===== config.mk =====
export PLATFORM = sky130hd
export DESIGN_NAME = data_cache
export DESIGN_NICKNAME = d
export VERILOG_FILES = /design/src/rtl/data_cache_pkg.sv /design/src/rtl/data_cache_cache_array.sv /design/src/rtl/data_cache.sv
export SDC_FILE = /design/constraint.sdc
export NUM_CORES = 1
export LEC_CHECK = 0
export ABC_CLOCK_PERIOD_IN_PS = 7500
export CELL_PAD_IN_SITES_DETAIL_PLACEMENT = 0
export CELL_PAD_IN_SITES_GLOBAL_PLACEMENT = 2
export CORE_ASPECT_RATIO = 0.75
export CORE_MARGIN = 5
export CORE_UTILIZATION = 43
export DETAILED_ROUTE_END_ITERATION = 6
export PLACE_DENSITY = 0.89
export SLEW_MARGIN = 0
export SYNTH_ARGS = -nofsm -noshare
export SYNTH_HDL_FRONTEND = slang
export SYNTH_SLANG_ARGS = --single-unit

===== constraint.sdc =====
create_clock -name Clk -period 7.5 [get_ports Clk]
set_input_delay 1.875 -clock Clk [delete_from_list [all_inputs] [get_ports Clk]]
set_output_delay 1.875 -clock Clk [all_outputs]
set_load 0.01 [all_outputs]

===== src/rtl/data_cache_pkg.sv =====
// Shared definitions for the direct-mapped write-through data cache.
// Holds the controller state encodings and the address-field width helpers.
// Both the controller and the storage array derive their field widths from here.
package data_cache_pkg;

  localparam logic [1:0] ST_IDLE       = 2'b00;
  localparam logic [1:0] ST_FILL       = 2'b01;
  localparam logic [1:0] ST_WRITE_WAIT = 2'b10;

  localparam int WORD_W = 32;

  // Ceiling log2 for elaboration-time widths; returns 0 for value 1.
  function automatic int log2_int(input int value);
    int r;
    r = 0;
    for (int i = 0; i < 31; i++) begin
      if ((1 << i) < value) r = i + 1;
    end
    return r;
  endfunction

  function automatic int offset_bits(input int block_size);
    return log2_int(block_size);
  endfunction

  function automatic int index_bits(input int num_sets);
    return log2_int(num_sets);
  endfunction

  // Tag is what is left of the word address after index and offset.
  function automatic int tag_bits(input int num_sets, input int block_size);
    return 30 - log2_int(num_sets) - log2_int(block_size);
  endfunction

endpackage


===== src/rtl/data_cache_cache_array.sv =====
// Tag/valid/data storage for the direct-mapped cache.
// Reads are combinational from rd_index; writes land on the rising edge.
// Valid bits clear on reset; tag and data contents are don't-care until valid.
module cache_array
  import data_cache_pkg::*;
#(
  parameter int NUM_SETS   = 8,
  parameter int BLOCK_SIZE = 1,
  parameter int IDX_W      = 3,
  parameter int TAG_W      = 27
) (
  input  logic                         Clk,
  input  logic                         Rst,
  input  logic [IDX_W-1:0]             rd_index,
  output logic                         rd_valid,
  output logic [TAG_W-1:0]             rd_tag,
  output logic [WORD_W*BLOCK_SIZE-1:0] rd_block,
  input  logic                         wr_en,
  input  logic                         wr_fill,
  input  logic [IDX_W-1:0]             wr_index,
  input  logic [TAG_W-1:0]             wr_tag,
  input  logic [BLOCK_SIZE-1:0]        wr_mask,
  input  logic [WORD_W*BLOCK_SIZE-1:0] wr_block
);

  logic [NUM_SETS-1:0]           valid;
  logic [TAG_W-1:0]              tags [NUM_SETS];
  logic [WORD_W*BLOCK_SIZE-1:0]  data [NUM_SETS];

  assign rd_valid = valid[rd_index];
  assign rd_tag   = tags[rd_index];
  assign rd_block = data[rd_index];

  // Valid bits: cleared by reset, set only when a whole line is filled.
  always_ff @(posedge Clk or posedge Rst) begin
    if (Rst) begin
      valid <= '0;
    end else if (wr_en && wr_fill) begin
      valid[wr_index] <= 1'b1;
    end
  end

  // Tag on fill, data words under the per-word write mask.
  always_ff @(posedge Clk) begin
    if (wr_en) begin
      if (wr_fill) tags[wr_index] <= wr_tag;
      for (int w = 0; w < BLOCK_SIZE; w++) begin
        if (wr_mask[w]) data[wr_index][w*WORD_W +: WORD_W] <= wr_block[w*WORD_W +: WORD_W];
      end
    end
  end

endmodule


===== src/rtl/data_cache.sv =====
// Direct-mapped write-through data cache: load hits return data the same cycle.
// Misses and every store hold Stall until the memory's Ready pulse (bypass on fill).
// Memory requests are single-cycle pulses issued from IDLE; address/data held from latches.
module data_cache
  import data_cache_pkg::*;
#(
  parameter int NUM_SETS   = 8,
  parameter int BLOCK_SIZE = 1
) (
  input  logic                         Clk,
  input  logic                         Rst,
  input  logic [31:0]                  Address,
  input  logic                         MemRead,
  input  logic                         MemWrite,
  input  logic [31:0]                  WriteData,
  output logic [31:0]                  ReadData,
  output logic                         Stall,
  output logic [31:0]                  MemAddress,
  output logic                         ReadMiss,
  output logic                         MemWriteThrough,
  output logic [31:0]                  MemWriteData,
  input  logic [WORD_W*BLOCK_SIZE-1:0] MemReadData,
  input  logic                         ReadReady,
  input  logic                         WriteReady
);

  localparam int OFF_W = offset_bits(BLOCK_SIZE);
  localparam int IDX_W = index_bits(NUM_SETS);
  localparam int TAG_W = tag_bits(NUM_SETS, BLOCK_SIZE);
  localparam int BLK_W = WORD_W * BLOCK_SIZE;

  logic [1:0]  state, state_nxt;
  logic [31:0] mem_addr_q, mem_wdata_q, req_addr_q;
  logic        req_store_q;
  logic        latch_en;

  logic [31:0]      word_addr, block_addr, cur_off, req_off;
  logic [IDX_W-1:0] cur_index, req_index;
  logic [TAG_W-1:0] cur_tag, req_tag;
  logic             hit;

  logic             arr_valid;
  logic [TAG_W-1:0] arr_tag;
  logic [BLK_W-1:0] arr_block;
  logic             wr_en, wr_fill;
  logic [IDX_W-1:0] wr_index;
  logic [TAG_W-1:0] wr_tag;
  logic [BLOCK_SIZE-1:0] wr_mask;
  logic [BLK_W-1:0] wr_block;

  function automatic logic [31:0] word_of(input logic [BLK_W-1:0] blk, input logic [31:0] off);
    logic [31:0] w;
    w = '0;
    for (int i = 0; i < BLOCK_SIZE; i++) begin
      if (off == 32'(i)) w = blk[i*WORD_W +: WORD_W];
    end
    return w;
  endfunction

  // Address fields of the live CPU request and of the latched one.
  assign word_addr  = Address & 32'hFFFF_FFFC;
  assign block_addr = Address & ~(32'(BLOCK_SIZE * 4) - 32'd1);
  assign cur_off    = (Address >> 2) & 32'(BLOCK_SIZE - 1);
  assign cur_index  = IDX_W'(Address >> (2 + OFF_W));
  assign cur_tag    = TAG_W'(Address >> (2 + OFF_W + IDX_W));
  assign req_off    = (req_addr_q >> 2) & 32'(BLOCK_SIZE - 1);
  assign req_index  = IDX_W'(req_addr_q >> (2 + OFF_W));
  assign req_tag    = TAG_W'(req_addr_q >> (2 + OFF_W + IDX_W));

  assign hit = arr_valid && (arr_tag == cur_tag);

  cache_array #(
    .NUM_SETS(NUM_SETS), .BLOCK_SIZE(BLOCK_SIZE), .IDX_W(IDX_W), .TAG_W(TAG_W)
  ) u_array (
    .Clk(Clk), .Rst(Rst),
    .rd_index(cur_index), .rd_valid(arr_valid), .rd_tag(arr_tag), .rd_block(arr_block),
    .wr_en(wr_en), .wr_fill(wr_fill), .wr_index(wr_index), .wr_tag(wr_tag),
    .wr_mask(wr_mask), .wr_block(wr_block)
  );

  // Controller: outputs, array write port and next state. Everything quiet under reset.
  always_comb begin
    state_nxt       = state;
    Stall           = 1'b0;
    ReadData        = '0;
    ReadMiss        = 1'b0;
    MemWriteThrough = 1'b0;
    MemAddress      = mem_addr_q;
    MemWriteData    = mem_wdata_q;
    latch_en        = 1'b0;
    wr_en           = 1'b0;
    wr_fill         = 1'b0;
    wr_index        = cur_index;
    wr_tag          = cur_tag;
    wr_mask         = '0;
    wr_block        = '0;
    if (!Rst) begin
      case (state)
        ST_IDLE: begin
          if (MemWrite) begin
            Stall           = 1'b1;
            MemWriteThrough = 1'b1;
            MemAddress      = word_addr;
            MemWriteData    = WriteData;
            latch_en        = 1'b1;
            if (hit) begin
              wr_en    = 1'b1;
              wr_block = {BLOCK_SIZE{WriteData}};
              for (int i = 0; i < BLOCK_SIZE; i++) wr_mask[i] = (cur_off == 32'(i));
              state_nxt = ST_WRITE_WAIT;
            end else if (BLOCK_SIZE == 1) begin
              // single-word lines: allocate on a store miss, memory fills in parallel
              ReadMiss  = 1'b1;
              state_nxt = ST_FILL;
            end else begin
              state_nxt = ST_WRITE_WAIT;
            end
          end else if (MemRead) begin
            if (hit) begin
              ReadData = word_of(arr_block, cur_off);
            end else begin
              Stall      = 1'b1;
              ReadMiss   = 1'b1;
              MemAddress = block_addr;
              latch_en   = 1'b1;
              state_nxt  = ST_FILL;
            end
          end
        end
        ST_FILL: begin
          if (ReadReady) begin
            wr_en    = 1'b1;
            wr_fill  = 1'b1;
            wr_index = req_index;
            wr_tag   = req_tag;
            wr_mask  = '1;
            // memory returns the pre-store value, so the stored word wins at its offset
            for (int i = 0; i < BLOCK_SIZE; i++) begin
              wr_block[i*WORD_W +: WORD_W] = (req_store_q && req_off == 32'(i))
                                             ? mem_wdata_q : MemReadData[i*WORD_W +: WORD_W];
            end
            if (!req_store_q) ReadData = word_of(MemReadData, req_off);
            state_nxt = ST_IDLE;
          end else begin
            Stall = 1'b1;
          end
        end
        ST_WRITE_WAIT: begin
          if (WriteReady) state_nxt = ST_IDLE;
          else            Stall     = 1'b1;
        end
        default: state_nxt = ST_IDLE;
      endcase
    end
  end

  // State register and request latches; the latches drive the memory side while waiting.
  always_ff @(posedge Clk or posedge Rst) begin
    if (Rst) begin
      state       <= ST_IDLE;
      mem_addr_q  <= '0;
      mem_wdata_q <= '0;
      req_addr_q  <= '0;
      req_store_q <= 1'b0;
    end else begin
      state <= state_nxt;
      if (latch_en) begin
        mem_addr_q  <= MemAddress;
        mem_wdata_q <= MemWriteData;
        req_addr_q  <= word_addr;
        req_store_q <= MemWrite;
      end
    end
  end

endmodule


# ---- Yosys cells after proc, flatten, opt, wreduce, memory -nomap -nowiden
# Memories as Yosys holds them, arrays and structs flattened.
# Index checks and enable logic that the tools add are counted.
dict set report totals {
  reg_bits 105
  ram_bits 472
  inputBits 102
  output_inout_bits 99
  wordCells 90
  mem_count 2
}
# name words width read_ports rd_clocked_by_memory_dff write_ports line_no
set mem_list {}
lappend mem_list {u_array.data 8 32 1 0 1 data_cache_cache_array.sv:28} ;# logic [WORD_W*BLOCK_SIZE-1:0] data [NUM_SETS];
lappend mem_list {u_array.tags 8 27 1 0 1 data_cache_cache_array.sv:27} ;# logic [TAG_W-1:0] tags [NUM_SETS];
dict set report classes {
  magnitude_cmp 3
  eq_ne 7
  mux 65
  bitwise_logic 2
  reduce_logical 5
}
# op n
set ops {}
lappend ops {{32-bit two-way mux} 19}
lappend ops {{32-bit case mux with 2 select lines} 2}
lappend ops {{27-bit two-way mux} 3}
lappend ops {{27-bit equality test} 1}
lappend ops {{1-bit two-way mux} 27}
lappend ops {{2-bit two-way mux} 6}
lappend ops {{3-bit two-way mux} 3}
lappend ops {{3-bit by 4-bit < comparator with 1-bit output, second input constant} 2}
lappend ops {{8-bit OR} 1}
lappend ops {{3-bit inequality test, second input constant} 2}
lappend ops {{2-bit case mux with 3 select lines} 1}
lappend ops {{5-bit AND reduction} 1}
lappend ops {{2-bit inequality test, second input constant} 2}
lappend ops {{1-bit binary-select mux with 3-bit select} 1}
lappend ops {{1-bit demux with 3-bit select} 1}
lappend ops {{3-bit by 1-bit >= comparator with 1-bit output, second input constant} 1}
lappend ops {{1-bit logical AND} 3}
lappend ops {{1-bit case mux with 3 select lines} 1}
lappend ops {{2-bit by 1-bit equality test with 1-bit output, second input constant} 1}
lappend ops {{2-bit equality test, second input constant} 1}
lappend ops {{2-bit logical NOT} 1}
lappend ops {{1-bit case mux with 2 select lines} 1}
lappend ops {{1-bit NOT} 1}

# ---- Depth between registers and ports, before layout
dict set report logic_depth {
  ltp_word 9
  mapped_depth 13
  mapped_depth_nobuf 8
}

# ---- By module
# From an unflattened synthesis, not the netlist that was laid out.
dict set report unflattened {
  cells_unflattened 1336
  area_unflattened_um2 24020.5
}
# module instances cells_per_inst area_each_um2
set modules_own_cells {}
lappend modules_own_cells {cache_array 1 727 18273.8}
lappend modules_own_cells {data_cache 1 609 5746.8}

# ---- Least setup slack after synthesis
# No wires, ideal clock.
dict set report synth_timing {
  kind {input to register}
  start {input port Address[2]}
  end {memory u_array.data[6][0] in the netlist's numbering (enable)}
  t_arrival_ns 6.278
  slack_ns 0.756
  cell_stages 9
  cell_sequence {buf_2 > mux4_2 > mux2i_1 > xor2_1 > nand2_1 > nor4_2 > nand4_2 > or3_1 > o21ai_0}
}
dict set report synth_between {
  elab_chain_len 9
  word_cells_on_any_way 14
  cone_classes {1 x eq/ne; 11 x mux; 1 x reduce/logical; 1 x memory}
}
# element line_no
set synth_lines {}
lappend synth_lines {{from (decl)} data_cache.sv:12} ;# input logic [31:0] Address,
lappend synth_lines {{memory read 8 x 27 bit / 1-bit binary-select mux with 3-bit select (equally long branches)} n/a}
lappend synth_lines {{27-bit equality test / 1-bit two-way mux (equally long branches)} {data_cache.sv:70, data_cache_cache_array.sv:30}}
lappend synth_lines {{1-bit logical AND} data_cache.sv:70} ;# assign hit = arr_valid && (arr_tag == cur_tag);
lappend synth_lines {{1-bit two-way mux} data_cache.sv:106} ;# if (hit) begin
lappend synth_lines {{1-bit two-way mux} data_cache.sv:100} ;# if (MemWrite) begin
lappend synth_lines {{1-bit case mux with 2 select lines} data_cache.sv:98} ;# case (state)
lappend synth_lines {{1-bit two-way mux} data_cache.sv:97} ;# if (!Rst) begin
lappend synth_lines {{1-bit two-way mux} data_cache_cache_array.sv:45} ;# if (wr_en) begin
lappend synth_lines {{1-bit two-way mux (implied by the code)} data_cache_cache_array.sv:48} ;# if (wr_mask[w]) data[wr_index][w*WORD_W +: WORD_W] <= wr_block[w*WORD_W +: WORD_W];
lappend synth_lines {{to (decl)} data_cache_cache_array.sv:28}
# Several ways; a longest one is shown, not always the timed one. The select of a mux whose other input is x is not followed.

# ---- Final worst setup path
dict set report layout_timing {
  start {input port Address[2]}
  end {output port MemAddress[26]}
}
dict set report layout_between {
  elab_chain_len 8
  word_cells_on_any_way 10
  cone_classes {1 x eq/ne; 7 x mux; 1 x reduce/logical; 1 x memory}
}
# element line_no
set layout_lines {}
lappend layout_lines {{memory read 8 x 27 bit / 1-bit binary-select mux with 3-bit select (equally long branches)} n/a}
lappend layout_lines {{27-bit equality test / 1-bit two-way mux (equally long branches)} {data_cache.sv:70, data_cache_cache_array.sv:30}}
lappend layout_lines {{1-bit logical AND *} data_cache.sv:70}
lappend layout_lines {{32-bit two-way mux *} data_cache.sv:119} ;# if (hit) begin
lappend layout_lines {{32-bit two-way mux *} data_cache.sv:118} ;# end else if (MemRead) begin
lappend layout_lines {{32-bit two-way mux *} data_cache.sv:100}
lappend layout_lines {{32-bit two-way mux *} data_cache.sv:98}
lappend layout_lines {{32-bit two-way mux *} data_cache.sv:97}
lappend layout_lines {{to (decl)} data_cache.sv:18} ;# output logic [31:0] MemAddress,
# Every way passes the cells marked *; elsewhere a longest branch is shown, timed or not. The select of a mux whose other input is x is not followed.

==> impl_summary.md <==
Drt
The count of nets left with antenna violations once routing finished came out at 0. For this run, the detailed router's first-pass iteration total came to 5. For this block, the routed nets add up to 56300 microns of wire. The number of DRC violations after detailed-routing iteration 0 is 966. The number of design rule violations left after detail routing is 0. The wire length per cell after detailed routing is 22.7 microns. The detailed router placed 13500 vias in this run. Using the TritonRoute via totals, the vias-per-cell ratio works out to 5.45.

Global route
The first global-routing pass estimated 86200 microns of wire. The leftover overflow at the end of global routing is 0. The number of global-route vias before repair is 14100.

Entering global routing, the biggest net connects 55 pins. The number of antenna violations at the first check in global routing is 2. Global routing used 18.5% of the available tracks across all layers.

STA
The count of final hold-check violations is 0. The final-report max-slew violation count is 0. Across the routed clock network, the largest skew measured is 28.7 ps. Derived from the worst setup path, the maximum achievable clock frequency is 0.136 GHz. The post-route worst setup slack is 161 ps. Of the available clock period, the critical path in the final layout requires 97.9%. Setup violations remaining at the end of the flow were counted as 0. For the pin with the worst max-slew slack, the measured transition is 1080 ps. The setup TNS is 0 ps. Setup repair after global routing left no endpoint under its margin. The smallest clock period supported by the final layout is computed as 7340 ps. The relative slew slack is 28.1%.

Clock network
The clock root buffer is sky130_fd_sc_hd__clkbuf_16. The clock passes through at most 3 buffers. The later pin in the worst-skew pair is clocked with a latency of 610 ps. The clock net sink count is 577. Buffers inserted during clock tree synthesis total 56. Hold repair after CTS inserted 0 buffers. The CTS clock-pin slew for the worst setup and hold paths is 60 ps. The maximum level of the CTS H-tree is 2. TritonCTS built the clock tree.

Power
Overall power consumption after layout is estimated at 8100 uW. The worst voltage drop across the vdd grid is 0.194 mV. Power spread over the standard cell area amounts to 277 nW/um^2. The leakage power of the design is 0.0106 uW.

Logic synthesis
The main flop type after synthesis is sky130_fd_sc_hd__edfxtp_1. The fraction of registers with async set or reset after synthesis is 18.2%. Counting every instance in the synthesized netlist gives 1463.

Counting flops and latches in the post-synthesis netlist gives 577. The number of nets in the synthesized netlist is 1565. After synthesis, the netlist uses 47 different library cells. Summing every instance area after synthesis gives 24000 sq um. The number of warnings issued by yosys is 0. The number of synthesized flops with an enable pin is 472.

The part of the Yosys area used for sequential elements is 70.0%. In this run the mean area of a mapped cell was 16.4 sq um.

Worst hold path
The startpoint identified for the worst hold timing path is u_array.valid[2]. Along the worst hold path, the cell count comes to 1. The path category of the worst min-delay check is reg -> reg.

The end of the worst hold path is u_array.valid[2].

Setup path
The startpoint identified for the worst register-to-register timing path is u_array.tags[3][10]. The startpoint type of the worst setup path is an input pin. For this design, the slowest cell found on the critical path is sky130_fd_sc_hd__mux4_2. The number of cell instances on the worst register-to-register path is 10. The endpoint identified for the worst register-to-register timing path is u_array.data[4][22].

The peak per-stage delay on the critical path is 520 ps. STA classifies the critical path endpoint as a primary output. STA puts the critical path data arrival time at 5460 ps. Along the worst path, the maximum fanout reaches 31.

The required time of the worst setup path is 5620 ps. The critical path's most frequent cell is sky130_fd_sc_hd__buf_12. Walking the worst path, the cells encountered are buf_12, buf_16, mux4_2, nor2_1, a221oi_1, xor2_1, nor4_4, a41oi_1, buf_4, o21ai_4, buf_12, mux2_1, clkdlybuf4s50_1. The worst register-to-register path has a setup slack of 3330 ps. On the critical path the largest part of the delay comes from buffers and inverters.

Together, buffers and inverters on the worst path number 5. The worst setup path is of the in -> out kind.

Placement
Prior to clock tree synthesis, the placed netlist has a worst setup slack of -63.6 ps. The final RePlAce weighted congestion is 0.748. The HPWL after detailed placement is 34000 microns. The cell count after placement is 2373. The quantity of I/O buffers inserted on ports is 198.

Cells and area
The number of standard cells in the final layout excluding fillers is 2482. The final layout contains 1803 nets. The final-layout fill cell count is 4456.

Cells with a size suffix above 1 make up 19.7% of the layout. The fraction of the core area covered by cells at the end of the flow is 52.6%. The area growth from synthesis to layout is 21.8%.

Floorplanning
During I/O placement, the number of pins put on the boundary was 201. The starting density of the core is 43.2%. The width of the die is 283 microns. The core box area is 55600 sq um.

In this run the core area contains 75 standard-cell rows. In this run the vertical extent of the chip is 215 microns. The floorplan step defined a die boundary enclosing 60700 sq um.

Flow run
The tool flagged a number of max-cap violations equal to 0.

Outcome
The flow ran to the end, and the final reports show no timing, DRC or antenna violations.
-- cell families after synthesis --
family	share of synthesized area [%]
mux	17.3
simple gates	6.06
compound gates	4.00
buf+inv	1.87
flops	70.0
xor+xnor	0.730
-- cells in the mapped netlist (11+ instances only) --
cell type,instances,share of area (%)
sky130_fd_sc_hd__mux2_2,51,2.4
sky130_fd_sc_hd__o21ai_0,43,0.90
sky130_fd_sc_hd__a22o_1,34,1.2
sky130_fd_sc_hd__dfrtp_1,105,11
sky130_fd_sc_hd__mux2_1,40,1.9
sky130_fd_sc_hd__buf_2,13,0.27
sky130_fd_sc_hd__o21ai_1,31,0.65
sky130_fd_sc_hd__edfxtp_1,472,59
sky130_fd_sc_hd__nand2_1,285,4.5
sky130_fd_sc_hd__a22oi_1,18,0.56
sky130_fd_sc_hd__mux2i_1,90,3.8
sky130_fd_sc_hd__mux4_2,99,9.3
sky130_fd_sc_hd__buf_1,11,0.17
sky130_fd_sc_hd__xor2_1,14,0.51
sky130_fd_sc_hd__clkbuf_1,43,0.67
-- sequential cells by signal, summed over array words and instances (netlist names) --
signal         cells
mem_addr_q        32
mem_wdata_q       32
req_addr_q        30
req_store_q        1
state              2
u_array.data     256
u_array.tags     216
u_array.valid      8
-- cell type report --
cell class / instances / area, sq um / share of cell area (%)
Tap cell: 731 / 915 / 3.13
Clock buffer: 73 / 1560 / 5.33
Sequential cell: 577 / 16800 / 57.5
Inverter: 8 / 32.5 / 0.111
Multi-Input combinational cell: 795 / 6920 / 23.7
Clock inverter: 33 / 387 / 1.32
Timing Repair Buffer: 263 / 2600 / 8.90
Antenna cell: 2 / 5.00 / 0.0171
-- what timing repair did --
item,CTS,global route
hold endpoints to repair,0,0
resized for setup,2,5
cloned,1,0
setup buffers,0,0
setup endpoints to repair,33,64
pin swaps,0,1
-- metal layers --
metal,vias to the layer above,global-route usage (%),part of all wire (%)
li1,6099,-,-
met1,7082,26.4,45
met2,272,30.1,50
met3,66,2.68,4.0
met4,0,4.87,1.8
met5,-,0,0
-- stage by stage --
stage	instance area, sq um	hold slack (ps)
final	29200	471
after global routing	29200	488
after CTS	29200	471
after detailed placement	27200	451
after global placement	27200	445
after floorplan	24000	429
-- power by group --
| group | leakage (uW) | total (uW) | internal (uW) | switching (uW) |
|---|---|---|---|---|
| clock network | 0.000946 | 2930 | 1740 | 1190 |
| logic | 0.00401 | 1250 | 620 | 633 |
| registers | 0.00564 | 3920 | 3790 | 127 |
| total | 0.0106 | 8100 | 6150 | 1950 |
-- worst max-delay path by stage --
stage,from,endpoint,slack (ps),cells after the start
2_1_floorplan,Address[2],u_array.data[6][0],760,9
3_3_place_gp,Address[2],MemAddress[26],-60,13
3_5_place_dp,Address[2],MemAddress[26],-60,13
4_1_cts,Address[2],MemAddress[26],20,12
5_1_grt,Address[2],MemAddress[26],10,12
6_report,Address[2],MemAddress[26],160,13
-- cells in the final DEF, fill, tap and decap left out, types with 18 or more instances in the layout --
cell type                         count
sky130_fd_sc_hd__a22o_1              34
sky130_fd_sc_hd__a22oi_1             18
sky130_fd_sc_hd__buf_4               58
sky130_fd_sc_hd__clkbuf_16           57
sky130_fd_sc_hd__clkdlybuf4s50_1    195
sky130_fd_sc_hd__dfrtp_1            105
sky130_fd_sc_hd__edfxtp_1           472
sky130_fd_sc_hd__mux2_1              40
sky130_fd_sc_hd__mux2_2              51
sky130_fd_sc_hd__mux2i_1             90
sky130_fd_sc_hd__mux4_2              99
sky130_fd_sc_hd__nand2_1            285
sky130_fd_sc_hd__o21ai_0             39
sky130_fd_sc_hd__o21ai_1             30
Note: power is estimated with default switching activity, not from simulation.
